**src/rtl/ram_arbiter_if.sv**
```systemverilog
// ram_arbiter_if
// Bundles the three buses around the main-RAM arbiter:
//   cpu_*  : T80 slot-3 RAM request/ack path (req/we/addr/din in, dout/ack out)
//   dl_*   : ioctl download writer (wr/addr/din in, dl_wait back-pressure out)
//   mem_*  : registered spram port (addr/we/wdata out, rdata in)
//   err_overrun : sticky protocol-violation flag
// slave  = arbiter view, master = environment (CPU, loader, RAM) view.
interface ram_arbiter_if #(
    parameter int AW = 16
);
    logic          cpu_req;
    logic          cpu_we;
    logic [AW-1:0] cpu_addr;
    logic [7:0]    cpu_din;
    logic [7:0]    cpu_dout;
    logic          cpu_ack;

    logic          dl_wr;
    logic [AW-1:0] dl_addr;
    logic [7:0]    dl_din;
    logic          dl_wait;

    logic [AW-1:0] mem_addr;
    logic          mem_we;
    logic [7:0]    mem_wdata;
    logic [7:0]    mem_rdata;

    logic          err_overrun;

    modport slave (
        input  cpu_req, cpu_we, cpu_addr, cpu_din,
        output cpu_dout, cpu_ack,
        input  dl_wr, dl_addr, dl_din,
        output dl_wait,
        output mem_addr, mem_we, mem_wdata,
        input  mem_rdata,
        output err_overrun
    );

    modport master (
        output cpu_req, cpu_we, cpu_addr, cpu_din,
        input  cpu_dout, cpu_ack,
        output dl_wr, dl_addr, dl_din,
        input  dl_wait,
        input  mem_addr, mem_we, mem_wdata,
        output mem_rdata,
        input  err_overrun
    );
endinterface

```
**src/rtl/ram_arbiter.sv**
```systemverilog
// ram_arbiter
// Shares one synchronous single-port RAM (1-cycle read latency) between the
// CPU RAM path and the ioctl download writer. CPU has priority; a starvation
// counter forces a pending download through after STARVE_LIMIT deferred cycles.
// Ports:
//   clk    : system clock, rising edge
//   reset  : synchronous, active-high
//   bus    : ram_arbiter_if.slave (CPU, download and RAM buses, overrun flag)
//
// state    | meaning
// ---------+-----------------------------------------------------------
// IDLE     | arbitrating every cycle; grants CPU or download
// CPU_ACC  | CPU address/we on the RAM port this cycle
// CPU_DATA | RAM q valid; capture read data, ack issued next cycle
// DL_ACC   | download byte being written this cycle
module ram_arbiter #(
    parameter int AW           = 16,
    parameter int STARVE_LIMIT = 8
) (
    input  logic          clk,
    input  logic          reset,
    ram_arbiter_if.slave  bus
);
    localparam logic [1:0] IDLE     = 2'd0;
    localparam logic [1:0] CPU_ACC  = 2'd1;
    localparam logic [1:0] CPU_DATA = 2'd2;
    localparam logic [1:0] DL_ACC   = 2'd3;

    localparam logic [7:0] LIMIT = 8'(STARVE_LIMIT);

    logic [1:0]    state_q, state_d;
    logic          cpu_pend_q, cpu_pend_d;
    logic          pend_we_q, pend_we_d;
    logic [AW-1:0] pend_addr_q, pend_addr_d;
    logic [7:0]    pend_din_q, pend_din_d;
    logic          acc_we_q, acc_we_d;
    logic          dl_full_q, dl_full_d;
    logic [AW-1:0] dl_addr_q, dl_addr_d;
    logic [7:0]    dl_din_q, dl_din_d;
    logic [7:0]    starve_cnt_q, starve_cnt_d;
    logic          cpu_ack_q, cpu_ack_d;
    logic [7:0]    cpu_dout_q, cpu_dout_d;
    logic [AW-1:0] mem_addr_q, mem_addr_d;
    logic          mem_we_q, mem_we_d;
    logic [7:0]    mem_wdata_q, mem_wdata_d;
    logic          err_q, err_d;

    logic cpu_src;
    logic cpu_grant;
    logic dl_grant;
    logic cpu_busy;

    always_comb begin
        state_d      = state_q;
        cpu_pend_d   = cpu_pend_q;
        pend_we_d    = pend_we_q;
        pend_addr_d  = pend_addr_q;
        pend_din_d   = pend_din_q;
        acc_we_d     = acc_we_q;
        dl_full_d    = dl_full_q;
        dl_addr_d    = dl_addr_q;
        dl_din_d     = dl_din_q;
        starve_cnt_d = starve_cnt_q;
        cpu_ack_d    = 1'b0;
        cpu_dout_d   = cpu_dout_q;
        mem_addr_d   = mem_addr_q;
        mem_we_d     = 1'b0;
        mem_wdata_d  = mem_wdata_q;
        err_d        = err_q;

        cpu_src   = bus.cpu_req || cpu_pend_q;
        cpu_grant = 1'b0;
        dl_grant  = 1'b0;
        if (state_q == IDLE) begin
            if (dl_full_q && (starve_cnt_q == LIMIT)) begin
                dl_grant = 1'b1;
            end else if (cpu_src) begin
                cpu_grant = 1'b1;
            end else if (dl_full_q) begin
                dl_grant = 1'b1;
            end
        end

        case (state_q)
            IDLE: begin
                if (cpu_grant) begin
                    // A latched request is older than any live strobe, so it wins.
                    if (cpu_pend_q) begin
                        mem_addr_d  = pend_addr_q;
                        mem_we_d    = pend_we_q;
                        mem_wdata_d = pend_din_q;
                        acc_we_d    = pend_we_q;
                    end else begin
                        mem_addr_d  = bus.cpu_addr;
                        mem_we_d    = bus.cpu_we;
                        mem_wdata_d = bus.cpu_din;
                        acc_we_d    = bus.cpu_we;
                    end
                    state_d = CPU_ACC;
                end else if (dl_grant) begin
                    mem_addr_d  = dl_addr_q;
                    mem_we_d    = 1'b1;
                    mem_wdata_d = dl_din_q;
                    state_d     = DL_ACC;
                end
            end
            CPU_ACC: state_d = CPU_DATA;
            CPU_DATA: begin
                cpu_ack_d = 1'b1;
                if (!acc_we_q) begin
                    cpu_dout_d = bus.mem_rdata;
                end
                state_d = IDLE;
            end
            default: state_d = IDLE;
        endcase

        // Only one CPU access may be outstanding: latched or in flight.
        cpu_busy = cpu_pend_q || (state_q == CPU_ACC) || (state_q == CPU_DATA);
        if (cpu_grant) begin
            cpu_pend_d = 1'b0;
        end
        if (bus.cpu_req) begin
            if (cpu_busy) begin
                err_d = 1'b1;
            end else if (!cpu_grant) begin
                cpu_pend_d  = 1'b1;
                pend_we_d   = bus.cpu_we;
                pend_addr_d = bus.cpu_addr;
                pend_din_d  = bus.cpu_din;
            end
        end

        // The grant cycle frees the holding register, so a strobe there refills it.
        if (dl_grant) begin
            dl_full_d = 1'b0;
        end
        if (bus.dl_wr) begin
            if (!dl_full_q || dl_grant) begin
                dl_full_d = 1'b1;
                dl_addr_d = bus.dl_addr;
                dl_din_d  = bus.dl_din;
            end else begin
                err_d = 1'b1;
            end
        end

        if (!dl_full_q || dl_grant) begin
            starve_cnt_d = 8'd0;
        end else if (starve_cnt_q < LIMIT) begin
            starve_cnt_d = starve_cnt_q + 8'd1;
        end
    end

    always_ff @(posedge clk) begin
        if (reset) begin
            state_q      <= IDLE;
            cpu_pend_q   <= 1'b0;
            pend_we_q    <= 1'b0;
            pend_addr_q  <= '0;
            pend_din_q   <= 8'h00;
            acc_we_q     <= 1'b0;
            dl_full_q    <= 1'b0;
            dl_addr_q    <= '0;
            dl_din_q     <= 8'h00;
            starve_cnt_q <= 8'd0;
            cpu_ack_q    <= 1'b0;
            cpu_dout_q   <= 8'hFF;
            mem_addr_q   <= '0;
            mem_we_q     <= 1'b0;
            mem_wdata_q  <= 8'h00;
            err_q        <= 1'b0;
        end else begin
            state_q      <= state_d;
            cpu_pend_q   <= cpu_pend_d;
            pend_we_q    <= pend_we_d;
            pend_addr_q  <= pend_addr_d;
            pend_din_q   <= pend_din_d;
            acc_we_q     <= acc_we_d;
            dl_full_q    <= dl_full_d;
            dl_addr_q    <= dl_addr_d;
            dl_din_q     <= dl_din_d;
            starve_cnt_q <= starve_cnt_d;
            cpu_ack_q    <= cpu_ack_d;
            cpu_dout_q   <= cpu_dout_d;
            mem_addr_q   <= mem_addr_d;
            mem_we_q     <= mem_we_d;
            mem_wdata_q  <= mem_wdata_d;
            err_q        <= err_d;
        end
    end

    assign bus.cpu_dout    = cpu_dout_q;
    assign bus.cpu_ack     = cpu_ack_q;
    assign bus.dl_wait     = dl_full_q;
    assign bus.mem_addr    = mem_addr_q;
    assign bus.mem_we      = mem_we_q;
    assign bus.mem_wdata   = mem_wdata_q;
    assign bus.err_overrun = err_q;
endmodule

```
**src/flat_wrapper.sv**
```systemverilog
// flat-port wrapper written by rule: the top's interface ports become plain ports
module ram_arbiter_flat 
#(
    parameter int AW           = 16,
    parameter int STARVE_LIMIT = 8
)
  (clk, reset, bus_cpu_req, bus_cpu_we, bus_cpu_addr, bus_cpu_din, bus_cpu_dout, bus_cpu_ack, bus_dl_wr, bus_dl_addr, bus_dl_din, bus_dl_wait, bus_mem_addr, bus_mem_we, bus_mem_wdata, bus_mem_rdata, bus_err_overrun);
  ram_arbiter_if #(.AW(AW)) bus_i ();
  input  logic clk;
  input  logic reset;
  input wire logic [$bits(bus_i.cpu_req)-1:0] bus_cpu_req;
  input wire logic [$bits(bus_i.cpu_we)-1:0] bus_cpu_we;
  input wire logic [$bits(bus_i.cpu_addr)-1:0] bus_cpu_addr;
  input wire logic [$bits(bus_i.cpu_din)-1:0] bus_cpu_din;
  output wire logic [$bits(bus_i.cpu_dout)-1:0] bus_cpu_dout;
  output wire logic [$bits(bus_i.cpu_ack)-1:0] bus_cpu_ack;
  input wire logic [$bits(bus_i.dl_wr)-1:0] bus_dl_wr;
  input wire logic [$bits(bus_i.dl_addr)-1:0] bus_dl_addr;
  input wire logic [$bits(bus_i.dl_din)-1:0] bus_dl_din;
  output wire logic [$bits(bus_i.dl_wait)-1:0] bus_dl_wait;
  output wire logic [$bits(bus_i.mem_addr)-1:0] bus_mem_addr;
  output wire logic [$bits(bus_i.mem_we)-1:0] bus_mem_we;
  output wire logic [$bits(bus_i.mem_wdata)-1:0] bus_mem_wdata;
  input wire logic [$bits(bus_i.mem_rdata)-1:0] bus_mem_rdata;
  output wire logic [$bits(bus_i.err_overrun)-1:0] bus_err_overrun;
  assign bus_i.cpu_req = bus_cpu_req;
  assign bus_i.cpu_we = bus_cpu_we;
  assign bus_i.cpu_addr = bus_cpu_addr;
  assign bus_i.cpu_din = bus_cpu_din;
  assign bus_cpu_dout = bus_i.cpu_dout;
  assign bus_cpu_ack = bus_i.cpu_ack;
  assign bus_i.dl_wr = bus_dl_wr;
  assign bus_i.dl_addr = bus_dl_addr;
  assign bus_i.dl_din = bus_dl_din;
  assign bus_dl_wait = bus_i.dl_wait;
  assign bus_mem_addr = bus_i.mem_addr;
  assign bus_mem_we = bus_i.mem_we;
  assign bus_mem_wdata = bus_i.mem_wdata;
  assign bus_i.mem_rdata = bus_mem_rdata;
  assign bus_err_overrun = bus_i.err_overrun;
  ram_arbiter #(.AW(AW), .STARVE_LIMIT(STARVE_LIMIT)) u_core (.clk(clk), .reset(reset), .bus(bus_i));
endmodule
```
**config.mk**
```make
export PLATFORM = sky130hd
export DESIGN_NAME = ram_arbiter_flat
export DESIGN_NICKNAME = d
export VERILOG_FILES = /design/src/rtl/ram_arbiter_if.sv /design/src/rtl/ram_arbiter.sv /design/src/flat_wrapper.sv
export SDC_FILE = /design/constraint.sdc
export NUM_CORES = 1
export LEC_CHECK = 0
export ABC_CLOCK_PERIOD_IN_PS = 2800
export CAP_MARGIN = 20
export CORE_MARGIN = 2
export CORE_UTILIZATION = 53
export CTS_CLUSTER_SIZE = 12
export DETAILED_ROUTE_END_ITERATION = 8
export PLACE_DENSITY_LB_ADDON = 0.05
export SLEW_MARGIN = 10
export SYNTH_ARGS = -nofsm -noshare
export SYNTH_HDL_FRONTEND = slang
export SYNTH_SLANG_ARGS = --single-unit
export TNS_END_PERCENT = 5
```
**constraint.sdc**
```tcl
create_clock -name clk -period 2.8 [get_ports clk]
set_clock_uncertainty 0.1 [all_clocks]
set_input_delay 0.56 -clock clk [delete_from_list [all_inputs] [get_ports clk]]
set_output_delay 0.56 -clock clk [all_outputs]
set_load 0.03 [all_outputs]
```
Word level (Yosys, flattened, before mapping):

Index checks and enable logic that the tools add are counted.

* bits in registers: 97
* bits of input ports: 61
* output and inout bits: 36
* logic and storage cells: 72

* add/sub/neg operators: 1
* $lt $le $gt $ge: 1
* equal/unequal tests: 4
* muxes and demuxes: 31
* bitwise gates (word level): 4
* reductions and logical operators: 15

Operators by type and width (count)
* $mux 16: 3
* $mux 8: 3
* $mux 1: 22
* $add 8x1->8 const B: 1
* $eq 8x4->1 const B: 1
* $lt 8x4->1 const B: 1
* $reduce_and 2->1: 4
* $logic_or 1x1->1: 4
* $mux 2: 2
* $not 1->1: 4
* $pmux 2 s2: 1
* $reduce_or 2->1: 2
* $ne 3x1->1 const B: 1
* $reduce_and 3->1: 1
* $eq 2x1->1 const B: 1
* $eq 2x2->1 const B: 1
* $logic_not 2->1: 1
* $reduce_bool 2->1: 1
* $logic_and 1x1->1: 1
* $logic_not 1->1: 1

Depth between registers and ports, before layout:

Gate-level depths: netlist of the first run.

* depth in word-level cells: 8
* depth in mapped cells: 8
* depth with buffers taken out: 6

Least setup slack after synthesis of the first run:

No wires, ideal clock.

* path type: register to register
* start point: reg u_core.dl_full_q, in the netlist u_core.bus.dl_wait
* end point: reg u_core.dl_addr_q[10]
* setup time: 0.072 ns
* arrival time: 1.897 ns
* data required time: 2.628 ns
* setup slack: 0.732 ns
* stages on the path, launching flop included: 7
* path buffers: 2
* period minus slack after synthesis: 2.068 ns
* path through: dfxtp_1 clkbuf_2 and4b_1 a21oi_2 a211oi_4 buf_8 mux2i_1

* word-level cells in the longest chain between the ends: 6
* elaborated cells between the ends (all ways): 8
* classes of those cells: 4 x mux; 4 x reduce/logical

RTL lines
* from (decl): line ram_arbiter.sv:37 `logic dl_full_q, dl_full_d;`
* from (signal assigned): line ram_arbiter.sv:180 `dl_full_q <= dl_full_d;`
* $mux 1: line ram_arbiter.sv:79 `end else if (dl_full_q) begin`
* $mux 1: line ram_arbiter.sv:77 `end else if (cpu_src) begin`
* $mux 1: line ram_arbiter.sv:75 `if (dl_full_q && (starve_cnt_q == LIMIT)) begin`
* $mux 1: line ram_arbiter.sv:74 `if (state_q == IDLE) begin`
* $logic_or 1x1->1 (*): line ram_arbiter.sv:139 `if (!dl_full_q || dl_grant) begin`
* $reduce_and 2->1 (no line) (*)
* to (signal assigned): line ram_arbiter.sv:181 `dl_addr_q <= dl_addr_d;`
* to (decl): line ram_arbiter.sv:38 `logic [AW-1:0] dl_addr_q, dl_addr_d;`

Every way passes the cells marked *; elsewhere a longest branch is shown, timed or not.
A chain may end at the register's enable or synchronous reset.

Worst setup path after layout of the first run:

* start point: reg u_core.state_q[0]
* end point: reg u_core.mem_addr_q[3], in the netlist u_core.bus.mem_addr[3]

* word-level cells in the longest chain between the ends: 4
* elaborated cells between the ends (all ways): 6
* classes of those cells: 3 x mux; 3 x reduce/logical

RTL lines
* from (decl): line ram_arbiter.sv:31 `logic [1:0] state_q, state_d;`
* from (signal assigned): line ram_arbiter.sv:174 `state_q <= state_d;`
* $logic_not 2->1 (*): line ram_arbiter.sv:74, ram_arbiter.sv:84
* $mux 1: line ram_arbiter.sv:74
* $reduce_bool 2->1 (no line)
* $reduce_and 2->1 (no line)
* to (signal assigned): line ram_arbiter.sv:186 `mem_addr_q <= mem_addr_d;`
* to (decl): line ram_arbiter.sv:43 `logic [AW-1:0] mem_addr_q, mem_addr_d;`

Marks and branches as above.

==> results.txt, run 1 <==
----------------------------------------------------
[GRT]
  Busiest grt layer ... met2
  Initial antenna violation count ... 0
  Global-route wire length before repair ... between 15000 and 20000 µm
  Total Routing Usage GR ... 0.2270
  Number of global-route vias before repair ... ~3400
  Met1 track utilization from global routing ... 0.2741
  Pin count of the biggest net entering global routing ... 58
  GRT met2 Usage ... 0.4006
  M3 GR Usage ... 0.06224
  Total overflow reported by the global router ... 0

[Power and ir drop]
  P_leak ... 1.954 nW
  Pwr/cell area ... slightly below 600 mW/mm²
  Maximum resistive drop on vdd ... between 0.3 and 0.4 mV

[Clock tree]
  Total clock buffers created by CTS ... 9
  Clock insertion delay at the later pin of the skew report ... between 0.3 and 0.4 ns
  Total number of H-tree levels ... 3
  CTS root buf ... sky130_fd_sc_hd__clkbuf_8
  Max Root-Sink Buffers ... 2
  Setup Fix Bufs, Post-CTS ... 0
  Quantity of gates resized following cts ... 0
  TritonCTS clock tree ... done
  Hold buffer count at CTS ... 0
  Clock transition at path regs ... roughly 0.08 ns
  Clock Sinks ... just under 100

[STA]
  Worst-margin pin slew ... between 1 and 1.5 ns
  Setup-failing EPs final ... 0
  Headroom to the max-slew limit ... 0.3132
  Final Cycle Share ... 0.8205
  Final period demand of the worst path ... approximately 2.3 ns
  Fin Setup TNS ... 0 ns
  Maximum frequency from static timing analysis ... approximately 440 MHz
  Number of max-slew violations in the final report ... 0
  Setup repair after global routing missed its margin ... no
  Slack of the critical path ... slightly above 0.5 ns
  Number of hold violations in the final report ... 0

[Layout]
  Area overhead of the layout relative to synthesis ... 29.92%
  Antenna cells ... 0
  Final #Nets ... approximately 570
  Final cell count without fillers ... slightly above 600
  Proportion of layout cells with a drive suffix above 1 ... 0.07018
  Post-layout utilization of the core ... 0.7160

[Setup path]
  Kind of critical path ... reg -> reg
  Critical path origin ... u_core.state_q[0]$_SDFFE_PP0P_
  CP max stage delay ... 0.81 ns
  Highest-delay cell along the critical path ... sky130_fd_sc_hd__nor2_2
  Critical register-to-register path startpoint ... u_core.state_q[0]$_SDFFE_PP0P_
  Critical Path Fanout Max ... 25
  Required time at the endpoint of the critical path ... 2.97 ns
  Kind of end point of the critical path ... register
  Arrival time at the worst endpoint ... 2.47 ns
  Startpoint type of the worst setup path ... register
  Sequence of cells on the critical path ... or2_2, nor2_2, nand2_1, buf_4, o21ai_0

[Yosys]
  Cell count after synthesis ... around 420
  Area of the mapped netlist ... a little over 0.004 mm²
  Async set-reset flop share out of synthesis ... 0
  Cell with the most instances after synthesis ... sky130_fd_sc_hd__nand2_1
  Compound-cell area share of the yosys netlist ... 0.1171
  Xor/xnor share of the synthesized area ... 0.004336
  Primary flip-flop cell chosen by synthesis mapping ... sky130_fd_sc_hd__dfxtp_1
  Post-synth top area share ... 0.4806
  Simple-Gate Fraction of Synth Area ... 0.1403
  Sequential-to-total area share from yosys stat ... 0.4806
  Syn nets ... around 490
  Count of flip-flops with a built-in enable after synthesis ... 0
  Synth area leader ... sky130_fd_sc_hd__dfxtp_1
  Biggest area contributors in the synthesized netlist ... sky130_fd_sc_hd__dfxtp_1 48%, sky130_fd_sc_hd__mux2i_1 20%, sky130_fd_sc_hd__nand2_1 10%, sky130_fd_sc_hd__a32oi_1 5.2%, sky130_fd_sc_hd__o21ai_0 3.2%
  Multiplexer share of the synthesized area ... 0.2059
  Synthesis Warnings ... 0
  Top cells by instance count after synthesis ... 108 x sky130_fd_sc_hd__nand2_1, 97 x sky130_fd_sc_hd__dfxtp_1, 82 x sky130_fd_sc_hd__mux2i_1
  Count of cell types in the netlist ... 40
  Synth Area in Adders ... 0.006194
  Seq cells post-synth ... just under 100
  Main combinational cell family by area after synthesis ... multiplexers
  Synthesized area divided by synthesized cell count ... roughly 9.5 µm²

[Floorplan]
  Number of top-level pins ... between 90 and 100
  Initial cell density of the core ... 0.5511
  Area of the die ... ~0.0083 mm²
  # rows ... 31
  Die Wd ... between 90 and 100 µm
  Floorplan core area ... 0.007331 mm²
  Die H ... 91.31 µm

[Placed design]
  Final HPWL from detailed placement ... ~6300 µm
  Count of placed standard cells including taps ... a little under 600
  Number of buffers inserted by port buffering ... 96
  Final estimated routing congestion in global placement ... between 0.7 and 0.8
  Minimum setup slack after placement ... approximately 0.26 ns

[Detailed routing]
  First-pass iteration count of the detailed router ... 4
  Number of DRC violations after detailed-routing iteration 0 ... 127
  Vias per cell ... approximately 5.4
  Routed Antenna Nets ... 0
  Average wire per cell in the routed design ... roughly 15 µm
  Post-Route WL ... about 9000 µm
  Post-route DRC ... 0
  Via count ... 3287

[Worst hold path]
  Origin of the worst min-delay path ... u_core.pend_din_q[0]$_SDFFE_PP0P_
  Path type of the worst min-delay path ... reg -> reg

[Status]
  Run status ... finished clean

[Job]
  Maximum Capacitance Violations ... 0

----------------------------------------------------
==> cell usage in the layout, fill, tap and decap left out, types with 2 or more instances in the layout <==
cell type                         count
sky130_fd_sc_hd__nor2_1               9
sky130_fd_sc_hd__mux2i_1             82
sky130_fd_sc_hd__and2_1               3
sky130_fd_sc_hd__nand2_1            108
sky130_fd_sc_hd__nor3_1               3
sky130_fd_sc_hd__buf_4                8
sky130_fd_sc_hd__a21oi_2              2
sky130_fd_sc_hd__clkbuf_8            11
sky130_fd_sc_hd__ha_1                 2
sky130_fd_sc_hd__o21ai_0             26
sky130_fd_sc_hd__clkdlybuf4s50_1     96
sky130_fd_sc_hd__and2_2               2
sky130_fd_sc_hd__a32oi_1             24
sky130_fd_sc_hd__inv_1                4
sky130_fd_sc_hd__a21oi_1             10
sky130_fd_sc_hd__dfxtp_1             96
sky130_fd_sc_hd__clkinv_2             3
==> layer usage <==
layer	wire, µm	share of wire
met5	0	0
met4	57	0.0063
met3	355	0.039
met2	4703	0.52
met1	3911	0.43
==> cell type report <==
class                   instances  area, µm²
well taps                      99      123.9
fillers                       581       2082
inverters                       5      20.02
clock buffers                  12      155.1
multi-input cells             291       1926
repair buffers                105       1041
flip-flops and latches         97       1943
clock inverters                 3      40.04
==> power breakdown <==
| group | leakage, nW | total [mW] | internal [mW] | switching [mW] |
|---|---|---|---|---|
| combinational | 1.06 | 0.646 | 0.299 | 0.348 |
| sequential | 0.793 | 1.55 | 1.49 | 0.0667 |
| clock | 0.102 | 0.898 | 0.455 | 0.443 |
==> cell families (layout without fill, tap and decap cells) <==
kind of cell               Yosys count  after routing
and+or+nand+nor                    135            135
DFF                                 97             97
AOI/OAI and AO/OA                   69             69
adders and majority gates            2              2
xor gates and xnor gates             2              2
buffers and inverters               36            125
muxes                               83             83
==> critical path: cells and delay by family (launching register included) <==
kind	cells	cell delay (ns)
compound gates	1	0.19
buf+inv	1	0.25
flops	1	0.34
simple gates	3	1.34
==> path summary, 6_finish.rpt <==
kind,endpoint,slack (ns),cells past startpoint
min,u_core.pend_din_q[0]$_SDFFE_PP0P_,0.36,2
max,u_core.bus.mem_addr[3]$_SDFFE_PP0P_,0.50,5
max reg2reg,u_core.bus.mem_addr[3]$_SDFFE_PP0P_,0.50,5
min reg2reg,u_core.pend_din_q[0]$_SDFFE_PP0P_,0.36,2
==> registers in the layout, summed over array words and instances (netlist names), 2 cells and up <==
name	cells
u_core.bus.mem_wdata	8
u_core.dl_din_q	8
u_core.bus.cpu_dout	8
u_core.pend_addr_q	16
u_core.pend_din_q	8
u_core.dl_addr_q	16
u_core.bus.mem_addr	16
u_core.starve_cnt_q	8
u_core.state_q	2
==> stage by stage <==
stage / total power [mW] / area, µm² / hold WS (ns)
after detailed placement: 2.233 / 5054 / 0.3482
after global placement: 2.216 / 5054 / 0.3388
after CTS: 3.126 / 5249 / 0.3627
final: 3.096 / 5249 / 0.3572
after floorplan: 1.970 / 4040 / 0.3313
after global routing: 3.246 / 5249 / 0.3872
No activity file was read; power rests on OpenSTA's default activity.
==> run 2: changes to the inputs <==
- ABC_CLOCK_PERIOD_IN_PS: 2800 -> 2060
- CORE_UTILIZATION: 53 -> 45
- clock period: 2.8 -> 2.06 ns (I/O delays scaled with it)
==> run 2 against run 1 <==
Effect of this change:
- clock power is 38% higher
- worst setup slack worse by 0.38 ns
- die area is 17% higher
- via count is 0.24% higher
- largest power group unchanged
==> results.txt, run 2 (synthesized netlist as in run 1, its figures left out) <==
----------------------------------------------------
[Status]
  Run status ... finished clean

[Worst hold path]
  Origin of the worst min-delay path ... u_core.pend_din_q[1]$_SDFFE_PP0P_
  Number of cells on the worst hold path ... 2
  Path type of the worst min-delay path ... reg -> reg
  Hold-critical path endpoint ... u_core.pend_din_q[1]$_SDFFE_PP0P_

[GRT]
  M3 GR Usage ... 0.02837
  Initial antenna violation count ... 0
  Busiest grt layer ... met2
  Pin count of the biggest net entering global routing ... approximately 50
  Total Routing Usage GR ... 0.1967
  Met1 track utilization from global routing ... 0.2586
  Global-route wire length before repair ... between 15000 and 20000 µm
  GRT met2 Usage ... 0.3269
  Total overflow reported by the global router ... 0
  Number of global-route vias before repair ... approximately 3300

[Setup path]
  R2r endpoint ... u_core.pend_addr_q[9]$_SDFFE_PP0P_
  Buf+Inv Stages, Crit Path ... 1
  Sequence of cells on the critical path ... clkdlybuf4s50_1
  CP max stage delay ... about 0.7 ns
  Arrival time at the worst endpoint ... between 1 and 1.5 ns
  CP delay by family, top ... buffers and inverters
  FF-to-FF path depth ... 8
  Startpoint type of the worst setup path ... register
  Critical Path Fanout Max ... 2
  Required time at the endpoint of the critical path ... roughly 1.6 ns
  Kind of end point of the critical path ... primary output
  Highest-delay cell along the critical path ... sky130_fd_sc_hd__clkdlybuf4s50_1
  Reg-to-reg slack, setup ... roughly 0.16 ns
  Kind of critical path ... reg -> out
  Critical register-to-register path startpoint ... u_core.starve_cnt_q[0]$_SDFFE_PP0N_

[Detailed routing]
  Average wire per cell in the routed design ... around 15 µm
  Post-Route WL ... 9326 µm
  Post-route DRC ... 0
  First-pass iteration count of the detailed router ... 4
  Routed Antenna Nets ... 0
  Number of DRC violations after detailed-routing iteration 0 ... roughly 110
  Via count ... between 3000 and 4000
  Vias per cell ... approximately 5.2

[Layout]
  Antenna cells ... 0
  Design Area, Final ... around 0.0054 mm²
  Most common library cell in the layout ignoring fill and taps ... sky130_fd_sc_hd__nand2_1
  Commonest non-fill, non-tap cells in the layout ... 108 x sky130_fd_sc_hd__nand2_1, 96 x sky130_fd_sc_hd__dfxtp_1, 95 x sky130_fd_sc_hd__clkdlybuf4s50_1
  Area overhead of the layout relative to synthesis ... 34.25%
  Final #Nets ... 587
  Post-layout utilization of the core ... 0.6220
  Final cell count without fillers ... about 640
  Proportion of layout cells with a drive suffix above 1 ... 0.1023
  Fill cell instance count of the final layout ... around 750

[Placed design]
  Final estimated routing congestion in global placement ... ~0.77
  Count of placed standard cells including taps ... slightly above 600
  Final HPWL from detailed placement ... ~6400 µm
  Number of buffers inserted by port buffering ... 96
  Total cell area at the placement stage ... ~0.0052 mm²

[Clock tree]
  Clock Sinks ... 97
  Clock transition at path regs ... approximately 0.1 ns
  TritonCTS clock tree ... done
  Total number of H-tree levels ... 3
  Max Root-Sink Buffers ... 2
  Clock insertion delay at the later pin of the skew report ... around 0.36 ns
  Total clock buffers created by CTS ... 9
  CTS root buf ... sky130_fd_sc_hd__clkbuf_8
  Hold buffer count at CTS ... 0

[Floorplan]
  Die Wd ... between 90 and 100 µm
  Number of top-level pins ... 97
  Initial cell density of the core ... 0.4633
  Die H ... ~99 µm
  Floorplan core area ... a little under 0.009 mm²
  Area of the die ... between 0.009 and 0.01 mm²
  # rows ... 34

[Power and ir drop]
  Maximum resistive drop on vdd ... around 0.43 mV
  PnR Total Power ... 4.285 mW
  P_leak ... slightly above 2 nW
  Pwr/cell area ... between 700 and 800 mW/mm²

[STA]
  Headroom to the max-slew limit ... 0.7881
  Final period demand of the worst path ... around 1.9 ns
  Maximum frequency from static timing analysis ... slightly above 500 MHz
  Final Cycle Share ... 0.9425
  Setup repair after global routing missed its margin ... no
  Worst-margin pin slew ... ~0.32 ns
  Number of max-slew violations in the final report ... 0
  Setup-failing EPs final ... 0
  Number of hold violations in the final report ... 0
  Worst hold slack across all endpoints ... between 0.3 and 0.4 ns

[Job]
  Maximum Capacitance Violations ... 0

----------------------------------------------------
[run 2: final cells by class]
cell class / instances / area (µm²) / share of cell area
timing repair buffer: 120 / 1194 / 0.2201
clock buffer: 10 / 137.6 / 0.02537
multi-input combinational: 291 / 1938 / 0.3573
clock inverter: 5 / 56.30 / 0.01038
tap: 108 / 135.1 / 0.02491
sequential: 97 / 1943 / 0.3582
inverter: 5 / 20.02 / 0.003691
[run 2: where the power goes]
group	switching, mW	internal [mW]
clock network	0.649	0.586
logic	0.492	0.453
registers	0.0854	2.02
[run 2: how the worst max path moves through the flow]
stage | start | end | slack (ns) | cells after the start
floorplan | u_core.bus.dl_wait$_SDFF_PP0_ | u_core.dl_addr_q[10]$_SDFFE_PP0P_ | 0.04 | 6
global placement | bus_cpu_req | u_core.dl_din_q[0]$_SDFFE_PP0P_ | 0.009 | 6
detailed placement | bus_cpu_req | u_core.bus.mem_addr[13]$_SDFFE_PP0P_ | -0.07 | 5
CTS | u_core.bus.dl_wait$_SDFF_PP0_ | bus_dl_wait | 0.005 | 2
global route | u_core.starve_cnt_q[0]$_SDFFE_PP0N_ | u_core.pend_addr_q[1]$_SDFFE_PP0P_ | 0.004 | 8
finish | u_core.bus.mem_addr[7]$_SDFFE_PP0P_ | bus_mem_addr[7] | 0.12 | 1
[run 2: per-layer routing]
layer / vias to the layer above / wire length, µm / part of all wire
li1: 1668 / - / -
met1: 1532 / 4368 / 0.47
met2: 82 / 4353 / 0.47
met3: 13 / 437 / 0.047
met4: 0 / 167 / 0.018
met5: - / 0 / 0
[run 2: what timing repair did]
item,CTS,global route
setup endpoints to repair,0,40
buffers inserted,0,1
resized for setup,0,4
[run 2: stage by stage]
step | setup WS (ns) | TNS (ns)
6_report | 0.1184 | 0
4_1_cts | 0.005190 | 0
5_1_grt | 0.004329 | 0
3_3_place_gp | 0.009328 | 0
3_5_place_dp | -0.06820 | -1.051
2_1_floorplan | 0.04491 | 0
==> run 3: changes to the inputs <==
- MAX_ROUTING_LAYER: default -> met4
==> run 3 against run 2 <==
Effect of this change:
- largest cell class unchanged
- critical path type unchanged
- sequential share of layout area unchanged
- core utilization unchanged
- maximum frequency increased by 0.19%
- count of clock-buffer cells in the layout unchanged
- sequential power about the same
- highest routed layer unchanged
- final cell count unchanged
==> results.txt, run 3 (synthesized netlist as in run 1, its figures left out) <==
----------------------------------------------------
[Layout]
  Commonest non-fill, non-tap cells in the layout ... 108 x sky130_fd_sc_hd__nand2_1, 96 x sky130_fd_sc_hd__dfxtp_1, 95 x sky130_fd_sc_hd__clkdlybuf4s50_1
  Final cell count without fillers ... approximately 640
  Fill cell instance count of the final layout ... between 700 and 800
  Antenna cells ... 0
  Most common library cell in the layout ignoring fill and taps ... sky130_fd_sc_hd__nand2_1
  Proportion of layout cells with a drive suffix above 1 ... 0.1023
  Final #Nets ... between 500 and 600
  Area overhead of the layout relative to synthesis ... 34.25%

[Clock tree]
  TritonCTS clock tree ... done
  Max Root-Sink Buffers ... 2
  Hold buffer count at CTS ... 0
  Clock insertion delay at the later pin of the skew report ... 0.36 ns
  Clock Sinks ... 97
  Total number of H-tree levels ... 3
  Clock transition at path regs ... about 0.09 ns
  Total clock buffers created by CTS ... 9
  CTS root buf ... sky130_fd_sc_hd__clkbuf_8

[Setup path]
  Reg-to-reg slack, setup ... 0.16 ns
  R2r endpoint ... u_core.pend_addr_q[9]$_SDFFE_PP0P_
  Sequence of cells on the critical path ... clkdlybuf4s50_1
  Critical Path Fanout Max ... 2
  Highest-delay cell along the critical path ... sky130_fd_sc_hd__clkdlybuf4s50_1
  Kind of critical path ... reg -> out
  CP max stage delay ... between 0.6 and 0.7 ns
  End of the critical path ... bus_mem_addr[7]
  CP delay by family, top ... buffers and inverters
  Critical path origin ... u_core.bus.mem_addr[7]$_SDFFE_PP0P_
  Startpoint type of the worst setup path ... register
  FF-to-FF path depth ... 8
  Kind of end point of the critical path ... primary output
  Buf+Inv Stages, Crit Path ... 1
  Arrival time at the worst endpoint ... 1.43 ns
  Critical register-to-register path startpoint ... u_core.starve_cnt_q[0]$_SDFFE_PP0N_
  Number of gates on the worst path with buffers counted ... 1
  Required time at the endpoint of the critical path ... 1.55 ns

[Placed design]
  Final estimated routing congestion in global placement ... 0.7798
  Number of buffers inserted by port buffering ... 96
  Count of placed standard cells including taps ... 620
  Final HPWL from detailed placement ... about 6400 µm

[Floorplan]
  Die H ... about 100 µm
  Floorplan core area ... 0.008721 mm²
  Number of top-level pins ... 97
  Area of the die ... roughly 0.0098 mm²
  # rows ... 34
  Initial cell density of the core ... 0.4633
  Die Wd ... between 90 and 100 µm

[STA]
  Fin Setup TNS ... 0 ns
  Final period demand of the worst path ... slightly below 2 ns
  Setup repair after global routing missed its margin ... no
  Maximum frequency from static timing analysis ... a little over 500 MHz
  Worst-margin pin slew ... around 0.32 ns
  Headroom to the max-slew limit ... 0.7861
  Number of max-slew violations in the final report ... 0
  Setup-failing EPs final ... 0
  Final Cycle Share ... 0.9408
  Number of hold violations in the final report ... 0

[Power and ir drop]
  PnR Total Power ... 4.290 mW
  Maximum resistive drop on vdd ... 0.4346 mV
  P_leak ... slightly above 2 nW
  Pwr/cell area ... between 700 and 800 mW/mm²

[Detailed routing]
  First-pass iteration count of the detailed router ... 4
  Routed Antenna Nets ... 0
  Average wire per cell in the routed design ... about 15 µm
  Number of DRC violations after detailed-routing iteration 0 ... 103
  Via count ... about 3300
  Post-route DRC ... 0
  Post-Route WL ... between 9000 and 10000 µm
  Vias per cell ... a little over 5

[GRT]
  Initial antenna violation count ... 0
  Number of global-route vias before repair ... 3286
  Total overflow reported by the global router ... 0
  Pin count of the biggest net entering global routing ... 51
  Total Routing Usage GR ... 0.2024
  Global-route wire length before repair ... around 16000 µm

[Job]
  Maximum Capacitance Violations ... 0

[Worst hold path]
  Path type of the worst min-delay path ... reg -> reg

[Status]
  Run status ... finished clean

----------------------------------------------------
-- run 3: cell counts in the layout (fill, tap and decap cells not counted) --
No cell type changed its count.
-- run 3: report_power, final --
part	switching, mW	leakage, nW	internal, mW	total (mW)
Sequential	0.0852	0.793	2.02	2.10
Clock	0.653	0.0981	0.586	1.24
Combinational	0.493	1.16	0.453	0.946
-- run 3: what timing repair did --
| action | 4_1_cts | 5_1_grt |
|---|---|---|
| resized for setup | 0 | 4 |
| endpoints found under the setup margin | 0 | 40 |
| setup buffers | 0 | 1 |
-- run 3: how the worst min path moves through the flow --
stage / from / to / depth (start not counted)
floorplan: u_core.pend_we_q$_SDFFE_PP0P_ / u_core.pend_we_q$_SDFFE_PP0P_ / 2
CTS: u_core.pend_addr_q[12]$_SDFFE_PP0P_ / u_core.pend_addr_q[12]$_SDFFE_PP0P_ / 2
global route: u_core.dl_addr_q[9]$_SDFFE_PP0P_ / u_core.dl_addr_q[9]$_SDFFE_PP0P_ / 2
finish: u_core.pend_din_q[1]$_SDFFE_PP0P_ / u_core.pend_din_q[1]$_SDFFE_PP0P_ / 2
global placement: u_core.pend_we_q$_SDFFE_PP0P_ / u_core.pend_we_q$_SDFFE_PP0P_ / 2
detailed placement: u_core.dl_addr_q[7]$_SDFFE_PP0P_ / u_core.dl_addr_q[7]$_SDFFE_PP0P_ / 2
-- run 3: metrics by stage --
step / setup WS (ns) / utilization / cell area [µm²] / hold WS (ns)
finish: 0.1220 / 0.6220 / 5424 / 0.3579
global route: 0.002880 / 0.6220 / 5424 / 0.3785
CTS: 0.005190 / 0.6194 / 5401 / 0.3625
detailed placement: -0.06820 / 0.5971 / 5207 / 0.3466
global placement: 0.009328 / 0.5971 / 5207 / 0.3389
floorplan: 0.04491 / - / 4040 / 0.3313
-- run 3: final cells by class --
cell class              instances  area [µm²]  area share
flip-flops and latches         97        1943      0.3582
multi-input cells             291        1938      0.3573
repair buffers                120        1194      0.2201
clock buffers                  10       137.6     0.02537
well taps                     108       135.1     0.02491
clock inverters                 5       56.30     0.01038
inverters                       5       20.02    0.003691
-- run 3: layer usage --
metal | part of all wire | GRT usage | wire length [µm] | up-vias
li1 | - | - | - | 1670
met1 | 0.48 | 0.2595 | 4453 | 1531
met2 | 0.47 | 0.3264 | 4364 | 71
met3 | 0.035 | 0.02695 | 329 | 12
met4 | 0.018 | 0.07692 | 170 | 0
met5 | 0 | - | 0 | -
